<file path="src/rtl/counter_sequencer_if.sv">
// Command, load and status signals between control logic and counter_sequencer.
// master drives commands and the load offer; slave is the sequencer.
interface counter_sequencer_if #(
    parameter int WIDTH = 4
);
    logic             start;
    logic             stop;
    logic             clear;
    logic             reload;
    logic             load_valid;
    logic [WIDTH-1:0] load_value;
    logic             load_ready;
    logic [WIDTH-1:0] count;
    logic             busy;
    logic             done;

    modport master (
        output start, stop, clear, reload, load_valid, load_value,
        input  load_ready, count, busy, done
    );

    modport slave (
        input  start, stop, clear, reload, load_valid, load_value,
        output load_ready, count, busy, done
    );
endinterface

</file>
<file path="src/rtl/counter_sequencer.sv">
// Programmable modulo counter with start/pause/resume/clear, prescaled ticks,
// one-shot or auto-reload terminal count, and a registered done pulse.
module counter_sequencer #(
    parameter int WIDTH    = 4,
    parameter int PRESCALE = 1
) (
    input  logic                clk,
    input  logic                reset_b,
    counter_sequencer_if.slave  bus
);
    localparam int             PW         = (PRESCALE > 1) ? $clog2(PRESCALE) : 1;
    localparam logic [PW-1:0]  PRESC_LAST = PW'(PRESCALE - 1);

    typedef enum logic [1:0] {
        S_IDLE,
        S_RUN,
        S_PAUSE,
        S_DONE
    } state_t;

    state_t           state_q, state_d;
    logic [WIDTH-1:0] count_q, count_d;
    logic [WIDTH-1:0] limit_q, limit_d;
    logic [PW-1:0]    presc_q, presc_d;
    logic             done_q,  done_d;

    always_ff @(posedge clk or negedge reset_b) begin
        if (!reset_b) begin
            state_q <= S_IDLE;
            count_q <= '0;
            limit_q <= '1;
            presc_q <= '0;
            done_q  <= 1'b0;
        end else begin
            state_q <= state_d;
            count_q <= count_d;
            limit_q <= limit_d;
            presc_q <= presc_d;
            done_q  <= done_d;
        end
    end

    always_comb begin
        state_d = state_q;
        count_d = count_q;
        limit_d = limit_q;
        presc_d = presc_q;
        done_d  = 1'b0;

        if (bus.clear) begin
            state_d = S_IDLE;
            count_d = '0;
            presc_d = '0;
        end else begin
            unique case (state_q)
                S_RUN: begin
                    // stop takes priority over a tick on the same edge, so a paused count never skips
                    if (bus.stop) begin
                        state_d = S_PAUSE;
                    end else if (presc_q == PRESC_LAST) begin
                        presc_d = '0;
                        if (count_q == limit_q) begin
                            done_d = 1'b1;
                            if (bus.reload) begin
                                count_d = '0;
                            end else begin
                                state_d = S_DONE;
                            end
                        end else begin
                            count_d = count_q + 1'b1;
                        end
                    end else begin
                        presc_d = presc_q + 1'b1;
                    end
                end
                S_PAUSE: begin
                    if (bus.start) begin
                        state_d = S_RUN;
                    end
                end
                S_IDLE, S_DONE: begin
                    if (bus.start) begin
                        state_d = S_RUN;
                        count_d = '0;
                        presc_d = '0;
                    end else if (bus.load_valid) begin
                        limit_d = bus.load_value;
                    end
                end
                default: begin
                    state_d = S_IDLE;
                end
            endcase
        end
    end

    always_comb begin
        bus.busy       = (state_q == S_RUN) || (state_q == S_PAUSE);
        bus.load_ready = (state_q == S_IDLE) || (state_q == S_DONE);
        bus.count      = count_q;
        bus.done       = done_q;
    end
endmodule

</file>
<file path="src/flat_wrapper.sv">
// flat-port wrapper written by rule: the top's interface ports become plain ports
module counter_sequencer_flat 
#(
    parameter int WIDTH    = 4,
    parameter int PRESCALE = 1
)
  (clk, reset_b, bus_start, bus_stop, bus_clear, bus_reload, bus_load_valid, bus_load_value, bus_load_ready, bus_count, bus_busy, bus_done);
  counter_sequencer_if #(.WIDTH(WIDTH)) bus_i ();
  input  logic clk;
  input  logic reset_b;
  input wire logic [$bits(bus_i.start)-1:0] bus_start;
  input wire logic [$bits(bus_i.stop)-1:0] bus_stop;
  input wire logic [$bits(bus_i.clear)-1:0] bus_clear;
  input wire logic [$bits(bus_i.reload)-1:0] bus_reload;
  input wire logic [$bits(bus_i.load_valid)-1:0] bus_load_valid;
  input wire logic [$bits(bus_i.load_value)-1:0] bus_load_value;
  output wire logic [$bits(bus_i.load_ready)-1:0] bus_load_ready;
  output wire logic [$bits(bus_i.count)-1:0] bus_count;
  output wire logic [$bits(bus_i.busy)-1:0] bus_busy;
  output wire logic [$bits(bus_i.done)-1:0] bus_done;
  assign bus_i.start = bus_start;
  assign bus_i.stop = bus_stop;
  assign bus_i.clear = bus_clear;
  assign bus_i.reload = bus_reload;
  assign bus_i.load_valid = bus_load_valid;
  assign bus_i.load_value = bus_load_value;
  assign bus_load_ready = bus_i.load_ready;
  assign bus_count = bus_i.count;
  assign bus_busy = bus_i.busy;
  assign bus_done = bus_i.done;
  counter_sequencer #(.WIDTH(WIDTH), .PRESCALE(PRESCALE)) u_core (.clk(clk), .reset_b(reset_b), .bus(bus_i));
endmodule
</file>
<file path="config.mk">
export PLATFORM = sky130hd
export DESIGN_NAME = counter_sequencer_flat
export DESIGN_NICKNAME = d
export VERILOG_FILES = /design/src/rtl/counter_sequencer_if.sv /design/src/rtl/counter_sequencer.sv /design/src/flat_wrapper.sv
export SDC_FILE = /design/constraint.sdc
export NUM_CORES = 1
export LEC_CHECK = 0
export ABC_AREA = 1
export BUFFER_PORTS_ARGS = -buffer_cell sky130_fd_sc_hd__buf_2
export CORE_MARGIN = 5
export CORE_UTILIZATION = 40
export DETAILED_ROUTE_END_ITERATION = 12
export HOLD_SLACK_MARGIN = 0.15
export PLACE_DENSITY_LB_ADDON = 0.3
export SETUP_SLACK_MARGIN = 0.02
export SLEW_MARGIN = 20
export SYNTH_ARGS = -nofsm -noshare
export SYNTH_HDL_FRONTEND = slang
export SYNTH_SLANG_ARGS = --single-unit
</file>
<file path="constraint.sdc">
create_clock -name clk -period 1.8 [get_ports clk]
set_input_delay 0.36 -clock clk [delete_from_list [all_inputs] [get_ports clk]]
set_output_delay 0.36 -clock clk [all_outputs]
set_load 0.05 [all_outputs]
</file>
Word-level counts from Yosys, hierarchy flattened --
Cells that the tools add are included.
Cells by class: $add $sub $neg 2, equal/unequal tests 12, bitwise logic cells 2, muxes and demuxes 24, reductions and logical operators 10
Operators by type and width (number):
- 4-bit two-way mux | 6
- 2-bit two-way mux | 6
- 4-bit != test (second input constant) | 3
- 1-bit two-way mux | 9
- 3-bit != test (second input constant) | 3
- 4-bit one-hot mux with 2 select lines | 1
- 4-bit AND reduction | 2
- 5-bit AND reduction | 1
- 4-bit by 1-bit adder with 4-bit output (second input constant) | 1
- 2-bit equality test (second input constant) | 2
- 4-bit equality test | 1
- 4-bit by 3-bit != test with 1-bit output (second input constant) | 1
- 2-bit one-hot mux with 2 select lines | 1
- 3-bit by 1-bit != test with 1-bit output (second input constant) | 1
- 3-bit AND reduction | 1
- 3-bit nonzero test | 1
- 3-bit OR reduction | 1
- 2-bit by 1-bit equality test with 1-bit output (second input constant) | 1
- 2-bit logical NOT | 1
- 1-bit logical OR | 2
- 1-bit inverter | 2
- 1-bit one-hot mux with 2 select lines | 1
- 2-bit OR reduction | 1
- 1-bit adder (second input constant) | 1
Storage, ports and cells: logic and storage cells 55, input port bits 11, bits in registers 12, output and inout bits 7

Depth between registers and ports, before layout --
Gate-level depths: netlist of the first run.
depth after elaboration 6, gate-level depth with buffers 9, depth with buffers taken out 9

Least setup slack after synthesis of the first run --
OpenSTA, ideal clock, no wires.
kind reg-to-reg, start point register u_core.state_q[0], end point register u_core.limit_q[0], path buffers 0, period minus slack after synthesis 2.049 ns, required time 1.727 ns, arrival 1.976 ns, library setup time 0.073 ns, slack -0.249 ns, cell stages (with the launch flop) 6, cell sequence dfrtp_1 -> ha_1 -> inv_1 -> nor3_4 -> nand2_1 -> a21oi_1
Between the ends: longest elaborated chain between the ends 3, elaborated cells between the ends (all ways) 4, classes of those cells 1 x eq/ne; 3 x reduce/logical
RTL lines:
- start: declaration | RTL line counter_sequencer.sv:21 | state_t state_q, state_d;
- start signal: assignment | RTL line counter_sequencer.sv:35 | state_q <= state_d;
- 2-bit equality test or 2-bit logical NOT (tied branches) | RTL line counter_sequencer.sv:55 | unique case (state_q)
- 2-bit OR reduction (*) | RTL line counter_sequencer.sv:55
- 4-bit AND reduction (no source line) (*)
- end signal: assignment | RTL line counter_sequencer.sv:37 | limit_q <= limit_d;
- end: declaration | RTL line counter_sequencer.sv:23 | logic [WIDTH-1:0] limit_q, limit_d;
Every way passes the cells marked *; elsewhere a longest branch is shown, timed or not. A chain may end at the register's enable or synchronous reset.

Worst setup path after layout of the first run --
start point register u_core.state_q[0], end point output bus_busy
Between the ends: longest elaborated chain between the ends 2, elaborated cells between the ends (all ways) 3, classes of those cells 2 x eq/ne; 1 x reduce/logical
RTL lines:
- 2-bit by 1-bit equality test with 1-bit output or 2-bit equality test (tied branches) | RTL line counter_sequencer.sv:98 | bus.busy = (state_q == S_RUN) || (state_q == S_PAUSE);
- 1-bit logical OR (*) | RTL line counter_sequencer.sv:98
- end: declaration | RTL line flat_wrapper.sv:19 | output wire logic [$bits(bus_i.busy)-1:0] bus_busy;
Marks and branches as above.

==> impl_metrics.yaml, run 1 <==
status:
  status: "finished, final reports clean"
clocking:
  numCtsBuffers: 3
  insertion_delay_ns: 0.28
  postCtsHoldBufs: 1
  cts_tree: "done"
  post_cts_buffers: 0
  clockRootBuffer: "clkbuf_4"
  cts_buffer_depth: 2
  cts_sinks: 11
  cts_resized: 0
  ctsHtreeMaxLevel: 1
  clk_pin_slew_ns: 0.07
global_routing:
  track_usage_pct: 13.48
  grt_overflow: 0
  grt_pass1_vias: 649
  grt_max_degree: 12
  grt_pass1_wl_mm: 2.697
  antenna_found_initial: 0
setup_path:
  path_delay_family: "flip-flops"
  worstPathCellList: "ha_4 > clkinvlp_4 > buf_2"
  r2r-end: "u_core.limit_q[2]"
  critPathRequiredTime_ns: 1.44
  rrSetupSlack_ns: 0.29
  crit_slowest_cell: "dfrtp_1"
  crit_fanout: 3
  r2r-start: "u_core.state_q[0]"
  crit_type: "reg -> out"
  crit_buf_inv: 2
  worstSetupEndpointType: "output port"
  rr_worst_depth: 5
  max_stage_delay_ns: 0.42
  critPathLaunchType: "flip-flop"
  cp_data_arrival_time_ns: 1.33
logic_synthesis:
  syn_nets: 106
  avgSynthCellArea_sq_um: 7.911
  yosys-top-cells-count: "26 x nand2_1, 11 x inv_1, 10 x nor2_1, 7 x dfrtp_1, 7 x nand3_1"
  synthTopCellsByArea: "dfrtp_1 24%, dfstp_2 14%, nand2_1 13%"
  synth_top_area_share_pct: 23.81
  syn_inst: 93
  synth_edf_count: 0
  ys_seq_area_share_pct: 38.10
  synth-main-ff-cell: "dfrtp_1"
  yosysMostFrequentCell: "nand2_1"
  yosysWarnings: 0
  ys_types: 21
  yosys.area.top_type: "dfrtp_1"
  synth-seq-cells: 11
  synthesis.area_sq_um: 735.7
  synthArstFlopShare_pct: 100.0
power_and_ir_drop:
  ir_drop_v: 0.0009848
  swShare_pct: 48.65
  clkPwrFrac_pct: 13.6
  p_switching_w: 0.0006201
  leakagePower_nw: 0.4488
  combPwrFrac_pct: 53.4
  powerDensity_nw_per_um2: 1427
  p_seq_share_pct: 32.9
  p_total_w: 0.001275
  p_int_w: 0.0006545
min_path:
  min_to: "u_core.bus.done"
  whs_path_depth: 2
  min_path_type: "in -> reg"
  hp-start: "bus_stop"
sta:
  slew_headroom_pct: 81.22
  slew_viol_final: 0
  tightest_slew_ns: 0.2808
  hold_viol_final: 0
  clock.fmax_mhz: 591.8
  min_period_ns: 1.690
  grt_setup_unrepaired: "no"
  setup-tns-final_ns: 0
  fin_worst_skew_ns: 0.004158
  min_period_over_period_pct: 93.87
  setup_viol: 0
placement:
  placed_cells: 134
  gp_congestion: 0.8057
  io_buffers: 17
  hpwl_mm: 1.227
  place_area_sq_um: 857.1
floorplan:
  start_util_pct: 42.15
  dieArea_sq_um: 2797
  num_rows: 15
  core_area_sq_um: 1745
  io_pins: 18
  die_x_um: 52.89
  dieHeight_um: 52.89
route:
  drtPass1Iterations: 6
  wirelength_mm: 1.545
  wire_per_inst_um: 11.12
  viasPerCell: 4.712
  ant_nets: 0
  drt_iter0_markers: 13
  vias: 655
  route.detailed.drc: 0
job:
  drv_cap: 0
final_layout:
  finalNetCount: 128
  fin_cells: 139
  layout-drive-gt1-share_pct: 35.09
  area_delta_synth_final_pct: 21.43
  postLayoutCellArea_sq_um: 893.4
  utilization_pct: 51.18
  diodes: 0
## worst register-to-register path, cell delays in order (launching register included)
cell and delay [ns]:
dfrtp_1 0.42, ha_4 0.31, clkinvlp_4 0.10, nor3_4 0.18
nand2_1 0.22, a21oi_1 0.20
## cell families after synthesis
family	count (synthesis)	share of synthesized area [%]
AO/OA/AOI/OAI	7	6.803
adder cells (fa/ha/maj)	2	3.401
AND/OR/NAND/NOR	58	41.67
buffers and inverters	13	7.653
XOR/XNOR	2	2.381
flip-flops	11	38.10
## state kept, by name (all words and copies together), names as in the netlist
| register | cells |
|---|---|
| u_core.bus.count | 4 |
| u_core.bus.done | 1 |
| u_core.limit_q | 4 |
| u_core.state_q | 2 |
## per-stage QoR
stage | hold WS (ns) | setup WS, ns
floorplan | 0.06441 | 0.04679
global placement | 0.2405 | 0.3035
detailed placement | 0.2428 | 0.2783
CTS | 0.3002 | 0.1038
global route | 0.3194 | 0.07044
finish | 0.3068 | 0.1104
## per-layer routing
metal / up-vias / global-route usage (%) / part of all wire, %
met5: - / 0 / 0
met4: 0 / 10.21 / 3.6
met3: 5 / 1.972 / 5.2
met2: 19 / 22.31 / 46
met1: 295 / 15.45 / 46
li1: 336 / - / -
## power groups by stage
| stage | Sequential, W | Clock [W] | Combinational [W] |
|---|---|---|---|
| 6_report | 0.000420 | 0.000174 | 0.000681 |
| 4_1_cts | 0.000421 | 0.000177 | 0.000687 |
| 5_1_grt | 0.000433 | 0.000189 | 0.000747 |
| 3_3_place_gp | 0.000418 | 0 | 0.000675 |
| 2_1_floorplan | 0.000467 | 0 | 0.000520 |
| 3_5_place_dp | 0.000425 | 0 | 0.000683 |
## how the worst max path moves through the flow
stage / startpoint / end / slack, ns / cells past startpoint
after global placement: u_core.state_q[0] / u_core.limit_q[2] / 0.30 / 6
after CTS: u_core.state_q[0] / bus_busy / 0.10 / 3
after floorplan: u_core.state_q[0] / u_core.limit_q[0] / 0.05 / 5
final: u_core.state_q[0] / bus_busy / 0.11 / 3
after global routing: u_core.state_q[0] / bus_busy / 0.07 / 3
after detailed placement: u_core.state_q[0] / u_core.limit_q[2] / 0.28 / 5
## cell usage in the layout (no fill, tap or decap), types with 4 or more instances in the layout
| master | instances |
|---|---|
| a21oi_1 | 6 |
| buf_2 | 17 |
| dfrtp_1 | 7 |
| dfstp_2 | 4 |
| inv_1 | 10 |
| nand2_1 | 26 |
| nand2_2 | 5 |
| nand3_1 | 7 |
| nor2_1 | 10 |
## area by class of cell
class	instances	area, sq um
Multi-Input combinational cell	69	411.6
Inverter	12	48.80
Timing Repair Buffer	18	95.09
Clock buffer	4	26.28
Tap cell	25	31.28
Fill cell	176	852.1
Sequential cell	11	280.3
(Power assumes the default switching activity.)
==> run 2, diff against run 1 <==
--- a/config.mk
+++ b/config.mk
@@ -7,11 +7,13 @@
 export LEC_CHECK = 0
 export ABC_AREA = 1
 export BUFFER_PORTS_ARGS = -buffer_cell sky130_fd_sc_hd__buf_2
+export CELL_PAD_IN_SITES_DETAIL_PLACEMENT = 1
+export CELL_PAD_IN_SITES_GLOBAL_PLACEMENT = 1
 export CORE_MARGIN = 5
-export CORE_UTILIZATION = 40
+export CORE_UTILIZATION = 37
 export DETAILED_ROUTE_END_ITERATION = 12
 export HOLD_SLACK_MARGIN = 0.15
-export PLACE_DENSITY_LB_ADDON = 0.3
+export PLACE_DENSITY = 0.83
 export SETUP_SLACK_MARGIN = 0.02
 export SLEW_MARGIN = 20
 export SYNTH_ARGS = -nofsm -noshare
==> constraint.sdc (replaced) <==
create_clock -name clk -period 1.8 [get_ports clk]
set_input_delay 0.09 -clock clk [delete_from_list [all_inputs] [get_ports clk]]
set_output_delay 0.09 -clock clk [all_outputs]
set_load 0.05 [all_outputs]
==> run 2 against run 1 <==
  * Via count is 7.5% higher
  * Clock power is 3% lower
  * Final cell count is 5.0% higher
  * Critical path depth is 3 higher
==> impl_metrics.yaml, run 2 (synthesis results as in run 1) <==
placement:
  io_buffers: 17
  hpwl_mm: 1.460
  placed_cells: 136
  gp_congestion: 0.8102
final_layout:
  fillers: 254
  fin_cells: 146
  multi_input_area_sq_um: 411.6
  area_delta_synth_final_pct: 28.57
  finalNetCount: 133
  layout-drive-gt1-share_pct: 33.61
  layout_common_cells: "26 x nand2_1, 17 x buf_2, 10 x inv_1, 10 x nor2_1"
  layout_commonest_cell: "nand2_1"
  diodes: 0
  regArea_sq_um: 280.3
sta:
  grt_setup_unrepaired: "no"
  slew_viol_final: 0
  min_period_ns: 1.512
  clock.fmax_mhz: 661.5
  setup-tns-final_ns: 0
  setup_viol: 0
  hold_viol_final: 0
  tightest_slew_ns: 0.2890
  min_period_over_period_pct: 83.99
  fin_worst_skew_ns: 0.002937
  slew_headroom_pct: 80.69
min_path:
  min_to: "u_core.bus.done"
  whs_path_depth: 2
  hp-start: "bus_clear"
  min_path_type: "in -> reg"
power_and_ir_drop:
  p_int_w: 0.0006620
  leakagePower_nw: 0.4697
  p_switching_w: 0.0006291
  powerDensity_nw_per_um2: 1365
  clkPwrFrac_pct: 13.0
  p_seq_share_pct: 32.3
  swShare_pct: 48.73
  combPwrFrac_pct: 54.7
  ir_drop_v: 0.0007749
setup_path:
  rrSetupSlack_ns: 0.29
  rr_worst_depth: 6
  crit_fanout: 8
  worstSetupEndpointType: "flip-flop"
  critPathLaunchType: "flip-flop"
  r2r-start: "u_core.state_q[0]"
  critPathRequiredTime_ns: 1.99
  r2r-end: "u_core.limit_q[3]"
  cp_data_arrival_time_ns: 1.70
  crit_type: "reg -> reg"
floorplan:
  die_x_um: 54.59
  num_rows: 16
  start_util_pct: 38.28
  core_area_sq_um: 1922
  io_pins: 18
  dieArea_sq_um: 2980
  dieHeight_um: 54.59
clocking:
  insertion_delay_ns: 0.27
  clk_pin_slew_ns: 0.07
  cts_resized: 0
  ctsHtreeMaxLevel: 1
  numCtsBuffers: 3
  cts_buffer_depth: 2
  clockRootBuffer: "clkbuf_4"
  cts_sinks: 11
  cts_tree: "done"
job:
  drv_cap: 0
status:
  status: "finished, final reports clean"
route:
  vias: 704
  viasPerCell: 4.822
  wire_per_inst_um: 11.98
  drtPass1Iterations: 4
  route.detailed.drc: 0
  drt_iter0_markers: 3
  wirelength_mm: 1.749
  ant_nets: 0
global_routing:
  antenna_found_initial: 0
  grt_max_degree: 12
  track_usage_pct: 14.43
  grt_pass1_wl_mm: 3.063
  grt_overflow: 0
  grt_pass1_vias: 753
-- run 2: changes by cell type in the layout (fill, tap and decap cells not counted), sizes merged --
cell / before / now
dlygate4sd3: 1 / 6
-- run 2: cell type report --
type / instances / share of cell area [%]
multi-input combinational: 69 / 43.52
tap: 27 / 3.571
timing repair buffer: 23 / 15.34
sequential: 11 / 29.63
inverter: 12 / 5.159
clock buffer: 4 / 2.778
-- run 2: worst max path at each step --
stage / start / endpoint / slack, ns / cells after the start
finish: u_core.state_q[0] / u_core.limit_q[3] / 0.29 / 6
global route: u_core.state_q[0] / u_core.limit_q[2] / 0.16 / 6
CTS: u_core.state_q[0] / u_core.limit_q[3] / 0.26 / 6
detailed placement: u_core.state_q[0] / u_core.limit_q[3] / 0.27 / 6
global placement: u_core.state_q[0] / u_core.limit_q[3] / 0.29 / 5
floorplan: u_core.state_q[0] / u_core.limit_q[0] / 0.05 / 5
-- run 2: metal layers --
layer  up-vias  track usage [%]  wire (um)
met5         -                0          0
met4         0            6.224         18
met3         2            1.907         68
met2        19            27.36        915
met1       333            15.60        746
li1        350                -          -
-- run 2: per-stage QoR --
step	setup slack (ns)	cell area [sq um]	hold WS (ns)	utilization (%)	power (W)
2_1_floorplan	0.04679	752.0	-0.2056	-	0.0009872
3_3_place_gp	0.2943	859.6	-0.02988	44.73	0.001096
3_5_place_dp	0.2697	859.6	-0.02708	44.73	0.001131
4_1_cts	0.2600	945.9	0.1564	49.22	0.001313
5_1_grt	0.1576	945.9	0.1766	49.22	0.001395
6_report	0.2882	945.9	0.1702	49.22	0.001291
-- run 2: power groups by stage --
stage               logic [W]  registers [W]  clock network [W]
detailed placement   0.000707       0.000424                  0
global placement     0.000678       0.000418                  0
CTS                  0.000719       0.000419           0.000175
finish               0.000706       0.000417           0.000168
floorplan            0.000520       0.000467                  0
global route         0.000776       0.000429           0.000189
-- run 2: what timing repair did --
| item | CTS | global route |
|---|---|---|
| hold buffers | 6 | 0 |
| endpoints found under the hold margin | 16 | 0 |
| setup buffers | 0 | 0 |
-- run 2: worst max-delay path, stage by stage, from the launching register on --
cell        delay (ns)
dfrtp_1           0.41
ha_4              0.31
clkinvlp_4        0.10
nor3_4            0.17
nand2_1           0.23
nor2_1            0.16
a21oi_1           0.06
==> run 3, diff against run 2 <==
--- a/config.mk
+++ b/config.mk
@@ -10,10 +10,10 @@
 export CELL_PAD_IN_SITES_DETAIL_PLACEMENT = 1
 export CELL_PAD_IN_SITES_GLOBAL_PLACEMENT = 1
 export CORE_MARGIN = 5
-export CORE_UTILIZATION = 37
+export CORE_UTILIZATION = 33
 export DETAILED_ROUTE_END_ITERATION = 12
 export HOLD_SLACK_MARGIN = 0.15
-export PLACE_DENSITY = 0.83
+export PLACE_DENSITY = 0.78
 export SETUP_SLACK_MARGIN = 0.02
 export SLEW_MARGIN = 20
 export SYNTH_ARGS = -nofsm -noshare
==> constraint.sdc (replaced) <==
create_clock -name clk -period 1.2 [get_ports clk]
set_input_delay 0.06 -clock clk [delete_from_list [all_inputs] [get_ports clk]]
set_output_delay 0.06 -clock clk [all_outputs]
set_load 0.05 [all_outputs]
==> run 3 against run 2 <==
  * Critical path type unchanged
  * Die area is 9.8% higher
  * Routed wire length is 40% higher
  * Via count is 10% higher
  * Fmax is 2.0% lower
  * Clock-buffer cell count stayed put
  * Non-clock buffer count is 20 higher
  * The run now ends with setup timing left
==> impl_metrics.yaml, run 3 (synthesis results as in run 1) <==
floorplan:
  start_util_pct: 33.91
  core_area_sq_um: 2170
  dieArea_sq_um: 3274
  num_rows: 17
  io_pins: 18
  dieHeight_um: 57.22
  die_x_um: 57.22
final_layout:
  utilization_pct: 53.86
  layout_commonest_cell: "nand2_1"
  diodes: 0
  finalNetCount: 153
  fillers: 271
  layout-drive-gt1-share_pct: 54.68
  area_delta_synth_final_pct: 58.84
  layout_common_cells: "20 x nand2_1, 18 x buf_4, 15 x buf_2, 11 x nand2_2, 10 x nor2_1"
  postLayoutCellArea_sq_um: 1169
global_routing:
  grt_pass1_vias: 844
  grt_overflow: 0
  track_usage_pct: 16.26
  antenna_found_initial: 0
  grt_max_degree: 12
  grt_pass1_wl_mm: 4.008
clocking:
  clk_pin_slew_ns: 0.07
  cts_sinks: 11
  insertion_delay_ns: 0.28
  cts_buffer_depth: 2
  clockRootBuffer: "clkbuf_4"
  ctsHtreeMaxLevel: 1
  cts_tree: "done"
  numCtsBuffers: 3
sta:
  fin_ws_ns: -0.3424
  hold_viol_final: 0
  slew_headroom_pct: 81.06
  fin_worst_skew_ns: 0.002791
  min_period_ns: 1.542
  tightest_slew_ns: 0.2815
  hold_ws_ns: 0.1529
  clock.fmax_mhz: 648.4
  setup_viol: 13
  grt_setup_unrepaired: "yes"
  min_period_over_period_pct: 128.5
  slew_viol_final: 0
setup_path:
  worstPathCellList: "ha_4 > clkinvlp_4 > nor3_4 > a211oi_4 > buf_4 > nand3_2 > nand2_1"
  path_delay_family: "flip-flops"
  critPathLaunchType: "flip-flop"
  max_stage_delay_ns: 0.42
  crit_fanout: 4
  critPathRequiredTime_ns: 1.37
  crit_type: "reg -> reg"
  worstSetupEndpointType: "flip-flop"
  crit_buf_inv: 2
  crit_slowest_cell: "dfrtp_1"
  cp_data_arrival_time_ns: 1.71
power_and_ir_drop:
  powerDensity_nw_per_um2: 2174
  ir_drop_v: 0.001214
  leakagePower_nw: 0.5750
  p_total_w: 0.002540
status:
  status: "complete, but fails checks"
  violations: "setup timing"
route:
  wirelength_mm: 2.444
  wire_per_inst_um: 14.63
  ant_nets: 0
  drt_iter0_markers: 6
  viasPerCell: 4.653
  route.detailed.drc: 0
  vias: 777
  drtPass1Iterations: 4
placement:
  dp_slack_ns: -0.2606
  io_buffers: 17
  hpwl_mm: 1.539
  place_area_sq_um: 963.4
  gp_congestion: 0.7634
job:
  drv_cap: 0
min_path:
  min_path_type: "in -> reg"
[run 3: power by group]
| part | total [W] | leakage, nW | switching (W) | internal, W |
|---|---|---|---|---|
| Sequential | 0.000645 | 0.130 | 0.000110 | 0.000535 |
| Combinational | 0.00163 | 0.430 | 0.000905 | 0.000723 |
| Clock | 0.000268 | 0.0150 | 0.000139 | 0.000129 |
[run 3: per-stage QoR]
step	TNS, ns	instances
finish	-3.359	167
global route	-4.303	167
global placement	-2.015	149
floorplan	-4.132	93
detailed placement	-2.424	149
CTS	-2.792	165
[run 3: worst paths after layout]
kind                       slack [ns]                  end                 from  cells after the start
setup / recovery                -0.34  u_core.bus.count[3]    u_core.state_q[0]                      7
hold / removal                   0.15      u_core.bus.done            bus_clear                      2
setup reg to reg                -0.34  u_core.bus.count[3]    u_core.state_q[0]                      7
hold reg to reg                  0.55  u_core.bus.count[1]  u_core.bus.count[1]                      2
max in group asynchronous        0.74    u_core.limit_q[0]              reset_b                      2
min in group asynchronous        0.18      u_core.bus.done              reset_b                      2
[run 3: layout make-up]
type | instances | area (sq um) | share of cell area [%]
well taps | 28 | 35.03 | 2.998
clock buffers | 4 | 26.28 | 2.248
multi-input cells | 69 | 451.7 | 38.65
inverters | 12 | 48.80 | 4.176
repair buffers | 43 | 321.6 | 27.52
flip-flops and latches | 11 | 285.3 | 24.41
[run 3: what timing repair did]
action	CTS	global route
endpoints found under the setup margin	13	13
setup buffers	5	2
pin swaps	4	0
resized for setup	14	4
hold endpoints to repair	17	0
hold buffers	7	0
[run 3: worst register-to-register path: cells and delay by family, from the launching register on]
kind / cells / cell delay (ns)
AOI/OAI and AO/OA: 1 / 0.07
adders and majority gates: 1 / 0.33
buffers and inverters: 2 / 0.28
DFF: 1 / 0.42
and+or+nand+nor: 3 / 0.33
[run 3: routing by layer]
metal / track usage (%) / part of all wire [%] / up-vias
li1: - / - / 386
met1: 19.17 / 43 / 372
met2: 29.69 / 52 / 16
met3: 2.941 / 3.3 / 3
met4: 4.967 / 1.3 / 0
met5: 0 / 0 / -
